File: src/rtl/mer_ctrl_pkg.sv
// Shared types and constants for the MER measurement sequencer.
// Latency: n/a (package only).
// Backpressure: n/a.
package mer_ctrl_pkg;

  localparam int NUM_PHASES = 4;
  localparam int PHASE_W    = $clog2(NUM_PHASES);
  localparam int ERR_W_DEF  = 56;

  typedef logic [PHASE_W-1:0] phase_t;

  localparam phase_t PHASE_LAST = phase_t'(NUM_PHASES - 1);

  typedef enum logic [2:0] {
    S_IDLE     = 3'd0,
    S_SETTLE   = 3'd1,
    S_MEASURE  = 3'd2,
    S_WAIT_RES = 3'd3,
    S_EVAL     = 3'd4,
    S_DONE     = 3'd5
  } sweep_state_t;

  // Symbol counter width: wide enough for both the measurement window and
  // the settle interval, so neither terminal value is ever truncated.
  function automatic int sym_cnt_width(input int log2_win, input int settle_syms);
    int settle_w;
    settle_w = (settle_syms > 1) ? $clog2(settle_syms) : 1;
    return (settle_w > log2_win) ? settle_w : log2_win;
  endfunction

endpackage

File: src/rtl/sym_window_counter.sv
// Symbol-enable qualified up-counter with synchronous clear and terminal compare.
// Latency: term_hit is combinational on the enable cycle that reaches term_val.
// Backpressure: none; counting simply stalls while en is low.
module sym_window_counter #(
  parameter int W = 20
) (
  input  logic         sys_clk,
  input  logic         reset,
  input  logic         en,
  input  logic         clr,
  input  logic [W-1:0] term_val,
  output logic [W-1:0] cnt,
  output logic         term_hit
);

  // Terminal is reached only on a counting enable, by exact equality.
  assign term_hit = en && (cnt == term_val);

  // Count enables; clear wins so the owner can restart at the terminal cycle.
  always_ff @(posedge sys_clk) begin
    if (reset || clr) begin
      cnt <= '0;
    end else if (en) begin
      cnt <= cnt + W'(1);
    end
  end

endmodule

File: src/rtl/mer_phase_sweep_ctrl.sv
// Sweeps the 4 matched-filter sample phases, measures error energy per phase, holds the best.
// Latency: full sweep = 4*(SETTLE_SYMS+2^LOG2_WIN) symbols + 4*(RES_LAT+1)+1 sys_clk cycles.
// Backpressure: none; sym_clk_en gaps only stall symbol counting, start is ignored while busy.
module mer_phase_sweep_ctrl
  import mer_ctrl_pkg::*;
#(
  parameter int LOG2_WIN    = 20,
  parameter int SETTLE_SYMS = 64,
  parameter int RES_LAT     = 2,
  parameter int ERR_W       = ERR_W_DEF
) (
  input  logic             sys_clk,
  input  logic             reset,
  input  logic             sym_clk_en,
  input  logic             start,
  input  logic             cont_mode,
  input  logic [ERR_W-1:0] err_sq_in,
  output logic [1:0]       phase_sel,
  output logic             clr_acc,
  output logic             busy,
  output logic             meas_valid,
  output logic [ERR_W-1:0] meas_err,
  output logic             done,
  output logic [1:0]       best_phase,
  output logic [ERR_W-1:0] best_err
);

  localparam int CNT_W  = sym_cnt_width(LOG2_WIN, SETTLE_SYMS);
  // RES_LAT is assumed to be at least 1.
  localparam int WAIT_W = (RES_LAT > 1) ? $clog2(RES_LAT) : 1;

  localparam logic [CNT_W-1:0]  SETTLE_LAST = CNT_W'(SETTLE_SYMS - 1);
  localparam logic [CNT_W-1:0]  WIN_LAST    = CNT_W'((1 << LOG2_WIN) - 1);
  localparam logic [WAIT_W-1:0] RES_LAST    = WAIT_W'(RES_LAT - 1);

  sweep_state_t      state_q;
  sweep_state_t      state_d;
  phase_t            phase_q;
  logic [WAIT_W-1:0] wait_cnt_q;

  logic              counting;
  logic              cnt_en;
  logic              cnt_clr;
  logic [CNT_W-1:0]  term_val;
  logic [CNT_W-1:0]  sym_cnt;
  logic              term_hit;

  // The symbol counter only runs in SETTLE/MEASURE and is held at zero
  // elsewhere, so each interval always starts from a clean count.
  assign counting = (state_q == S_SETTLE) || (state_q == S_MEASURE);
  assign cnt_en   = counting && sym_clk_en;
  assign cnt_clr  = !counting || term_hit;
  assign term_val = (state_q == S_SETTLE) ? SETTLE_LAST : WIN_LAST;

  sym_window_counter #(
    .W (CNT_W)
  ) u_sym_cnt (
    .sys_clk  (sys_clk),
    .reset    (reset),
    .en       (cnt_en),
    .clr      (cnt_clr),
    .term_val (term_val),
    .cnt      (sym_cnt),
    .term_hit (term_hit)
  );

  // State register.
  always_ff @(posedge sys_clk) begin
    if (reset) begin
      state_q <= S_IDLE;
    end else begin
      state_q <= state_d;
    end
  end

  // Next-state decode; clr_acc fires only on the two window-boundary transitions.
  always_comb begin
    state_d = state_q;
    clr_acc = 1'b0;
    busy    = (state_q != S_IDLE);
    done    = 1'b0;
    case (state_q)
      S_IDLE: begin
        if (start) state_d = S_SETTLE;
      end
      S_SETTLE: begin
        if (term_hit) begin
          clr_acc = 1'b1;
          state_d = S_MEASURE;
        end
      end
      S_MEASURE: begin
        if (term_hit) begin
          clr_acc = 1'b1;
          state_d = S_WAIT_RES;
        end
      end
      S_WAIT_RES: begin
        if (wait_cnt_q == RES_LAST) state_d = S_EVAL;
      end
      S_EVAL: begin
        state_d = (phase_q == PHASE_LAST) ? S_DONE : S_SETTLE;
      end
      S_DONE: begin
        done    = 1'b1;
        state_d = cont_mode ? S_SETTLE : S_IDLE;
      end
      default: begin
        state_d = S_IDLE;
      end
    endcase
  end

  // Accumulator result latency: count sys_clk cycles spent in WAIT_RES.
  always_ff @(posedge sys_clk) begin
    if (reset || (state_q != S_WAIT_RES)) begin
      wait_cnt_q <= '0;
    end else begin
      wait_cnt_q <= wait_cnt_q + WAIT_W'(1);
    end
  end

  // Phase under test and the tap select driven into the symbol MUX.
  always_ff @(posedge sys_clk) begin
    if (reset) begin
      phase_q   <= '0;
      phase_sel <= '0;
    end else begin
      case (state_q)
        S_IDLE: begin
          if (start) begin
            phase_q   <= '0;
            phase_sel <= '0;
          end
        end
        S_EVAL: begin
          if (phase_q != PHASE_LAST) begin
            phase_q   <= phase_q + phase_t'(1);
            phase_sel <= phase_q + phase_t'(1);
          end
        end
        S_DONE: begin
          // A continuous restart goes straight back to phase 0; otherwise
          // park the tap on the winner.
          phase_q   <= '0;
          phase_sel <= cont_mode ? 2'd0 : best_phase;
        end
        default: begin
        end
      endcase
    end
  end

  // Per-phase result capture and running minimum; phase 0 always seeds the
  // minimum so the previous sweep's winner is held until then.
  always_ff @(posedge sys_clk) begin
    if (reset) begin
      meas_valid <= 1'b0;
      meas_err   <= '0;
      best_phase <= '0;
      best_err   <= '0;
    end else begin
      meas_valid <= 1'b0;
      if (state_q == S_EVAL) begin
        meas_valid <= 1'b1;
        meas_err   <= err_sq_in;
        if ((phase_q == '0) || (err_sq_in < best_err)) begin
          best_err   <= err_sq_in;
          best_phase <= phase_q;
        end
      end
    end
  end

endmodule

File: config.mk
export PLATFORM = sky130hd
export DESIGN_NAME = mer_phase_sweep_ctrl
export DESIGN_NICKNAME = d
export VERILOG_FILES = /design/src/rtl/mer_ctrl_pkg.sv /design/src/rtl/sym_window_counter.sv /design/src/rtl/mer_phase_sweep_ctrl.sv
export SDC_FILE = /design/constraint.sdc
export NUM_CORES = 1
export LEC_CHECK = 0
export CORE_MARGIN = 8
export CORE_UTILIZATION = 45
export DETAILED_ROUTE_END_ITERATION = 6
export MAX_ROUTING_LAYER = met4
export PLACE_DENSITY = 0.78
export REMOVE_ABC_BUFFERS = 1
export SYNTH_ARGS = -nofsm -noshare
export SYNTH_HDL_FRONTEND = slang
export SYNTH_SLANG_ARGS = --single-unit
File: constraint.sdc
create_clock -name sys_clk -period 7.32 [get_ports sys_clk]
set_clock_uncertainty 0.1 [all_clocks]
set_input_delay 1.83 -clock sys_clk [delete_from_list [all_inputs] [get_ports sys_clk]]
set_output_delay 1.83 -clock sys_clk [all_outputs]
set_load 0.05 [all_outputs]
==> flow_metrics.py <==
metrics = {
    "run_status": {
        "status": "finished, final reports clean",
    },
    "yosys": {
        "synth_ff_type": "dfxtp_1",
        "yosys-top-cells-count": "nand2_1 (148), dfxtp_1 (143), nand2b_1 (117)",
        "synth.area.mux_share": 0.0826,
        "synth_top_family_by_area": "simple AND/OR/NAND/NOR gates",
        "syn_area_per_cell_um2": 8.39,
        "syn-instance-count": 867,
        "synth_area_leader_cell": "dfxtp_1",
        "synth_compound_area_frac": 0.0883,
        "synthArstFlopShare": 0,
        "netlist.area_leader.share": 0.394,
        "synthXorXnorAreaFrac": 0.0241,
        "synth_seq_cells": 143,
        "synth-simple-area-share": 0.253,
        "seq_area_frac_synth": 0.394,
        "yosysMostFrequentCell": "nand2_1",
        "synth_fa_ha_area_frac": 0.0998,
        "netlist_area_um2": 7270,
        "synth_warnings": 0,
        "synth-edff-count": 0,
        "synth.area.top_cells": "dfxtp_1 (39%), nand2b_1 (10%), ha_1 (10%)",
        "synthDistinctLibCells": 46,
    },
    "finish": {
        "drive_gt1_frac": 0.0462,
        "area_growth_pct": 35.3,
        "fin_area_um2": 9840,
        "instances_no_fill": 1255,
        "nNetsFinal": 1145,
        "final_core_util": 0.622,
        "antenna_cells": 0,
    },
    "global_routing": {
        "grtUsageMet3": 0.0594,
        "grt_first_pass_wirelength_um": 30000,
        "track_usage": 0.192,
        "grt.met2_usage": 0.319,
        "grt.overflow.total": 0,
        "use_met1": 0.211,
        "busiest_layer": "met2",
        "grt_max_degree": 117,
        "grt_pass1_vias": 5825,
        "antenna_found_initial": 0,
    },
    "power_and_ir_drop": {
        "power_mw": 1.85,
        "vdd.ir_drop.worst_mv": 0.153,
        "leakage_nw": 3.77,
        "powerDensity_nw_per_um2": 188,
    },
    "placement": {
        "post-place-cells": 1223,
        "numPortBuffers": 180,
        "gp_congestion": 0.818,
        "placed_cell_area_um2": 9200,
        "dp_slack_ps": 1700,
        "dp_hpwl_um": 13400,
    },
    "worst_setup_path": {
        "critPathKind": "input port to primary output",
        "worstReg2RegStart": "best_err[23]",
        "cp.arrival_ps": 3700,
        "critPathCapture": "clr_acc",
        "path_max_fanout": 4,
        "cp.required_ps": 5390,
        "start_kind": "input port",
        "crit_start": "sym_clk_en",
        "r2r-end": "best_err[10]",
        "critical-path-slowest-cell": "clkdlybuf4s50_1",
        "ff2ff_path_depth": 10,
        "end_kind": "primary output",
        "r2r_slack_ps": 3920,
        "path_common_cell": "clkdlybuf4s50_1",
        "crit_chain": "clkdlybuf4s50_1 -> nand4bb_4 -> nor2_1 -> o21a_1 -> clkdlybuf4s50_1",
        "max_stage_delay_ps": 800,
    },
    "timing": {
        "hold_slack_ps": 351,
        "fmax_mhz": 178,
        "tightest_slew_ps": 909,
        "max_slew_margin": 0.394,
        "rsz0062_at_grt": "false",
        "setup_tns_ps": 0,
        "layout_min_cycle_time_ps": 5630,
        "setup_viol": 0,
        "setup_ws_ps": 1690,
        "hold_viol_final": 0,
        "finalCritPeriodShare": 0.769,
        "final_max_slew_viol_count": 0,
    },
    "clock_network": {
        "cts_buffer_depth": 2,
        "numCtsBuffers": 17,
        "clkLatencyLatePin_ps": 420,
        "postCtsHoldBufs": 0,
        "postCtsSetupBuffers": 0,
        "path_clk_slew_ps": 60,
        "root_buffer": "clkbuf_16",
        "cts_sinks": 143,
        "cts_max_level": 4,
        "cts_tree": "built",
        "ctsResizeCount": 0,
    },
    "job": {
        "drv_cap": 0,
    },
    "die": {
        "fp.coreArea_um2": 15800,
        "std_cell_rows": 46,
        "pin_count": 181,
        "start_util": 0.460,
        "die_h_um": 143,
        "die_w_um": 143,
        "die_area_um2": 20500,
    },
    "detailed_routing": {
        "postRouteAntennaNets": 0,
        "num_vias": 6080,
        "vias_per_cell": 4.84,
        "drc": 0,
        "wl_per_cell_um": 15.1,
        "drt-initial-drc-count": 248,
        "drtPass1Iterations": 4,
        "routed_wirelength_um": 18900,
    },
    "hold_path": {
        "worstHoldPathType": "register to register",
    },
}
## per-layer routing
metal	wire length, um	share of wire	vias to the layer above
met4	352	0.019	0
li1	-	-	3165
met5	0	0	-
met2	9340	0.49	122
met1	8190	0.43	2777
met3	1070	0.057	16
## power by group
group / leakage (nW) / internal (mW) / switching [mW]
Sequential: 1.15 / 0.779 / 0.00178
Combinational: 2.31 / 0.0634 / 0.0577
Clock: 0.310 / 0.608 / 0.339
Total: 3.77 / 1.45 / 0.399
## cell type report
cell class,count,area (um2)
inverters,62,233
clock buffers,23,488
flip-flops and latches,143,2860
repair buffers,184,1830
multi-input cells,618,4000
clock inverters,9,154
well taps,216,270
fillers,1326,5990
## worst max-delay path: cells and delay by family
family | cells | cell delay [ps]
and+or+nand+nor | 2 | 370
AOI/OAI and AO/OA | 1 | 160
buffers and inverters | 2 | 1340
## state kept, by name, summed over array words and instances, names as in the netlist
| signal | count |
|---|---|
| state_q | 3 |
| best_phase | 2 |
| meas_err | 56 |
| phase_sel | 2 |
| wait_cnt_q | 1 |
| u_sym_cnt.cnt | 20 |
| phase_q | 2 |
| best_err | 56 |
| meas_valid | 1 |
## worst min path at each step
stage / startpoint / to / slack (ps) / cells after the start
2_1_floorplan: phase_q[1] / phase_q[1] / 360 / 2
3_3_place_gp: meas_err[49] / meas_err[49] / 340 / 2
3_5_place_dp: meas_err[9] / meas_err[9] / 350 / 2
4_1_cts: meas_err[40] / meas_err[40] / 350 / 2
5_1_grt: meas_err[14] / meas_err[14] / 370 / 2
6_report: meas_err[15] / meas_err[15] / 350 / 2
## kinds of logic (layout without fill, tap and decap cells)
| family | Yosys count | count (layout) |
|---|---|---|
| buffers and inverters | 106 | 278 |
| multiplexers | 60 | 60 |
| flip-flops | 143 | 143 |
| adder cells (fa/ha/maj) | 58 | 58 |
| XOR/XNOR | 20 | 20 |
| AND/OR/NAND/NOR | 363 | 363 |
| AO/OA/AOI/OAI | 117 | 117 |
## placed cells by master, fill, tap and decap left out, drive strengths merged, types with 2 or more instances in the layout
cell / n
clkdlybuf4s50: 179
nand2: 149
dfxtp: 143
nand2b: 117
a21oi: 83
inv: 63
mux2i: 60
ha: 58
nor2: 44
clkbuf: 23
xnor2: 15
o21ai: 15
nand4: 12
nand3: 8
nor4: 7
a21o: 7
nor3: 7
nor2b: 6
xor2: 5
buf: 5
bufinv: 4
o211ai: 3
nor3b: 2
and4: 2
o21a: 2
a211oi: 2
nand3b: 2
and3: 2
clkinv: 2
clkinvlp: 2
(Power assumes the default switching activity.)
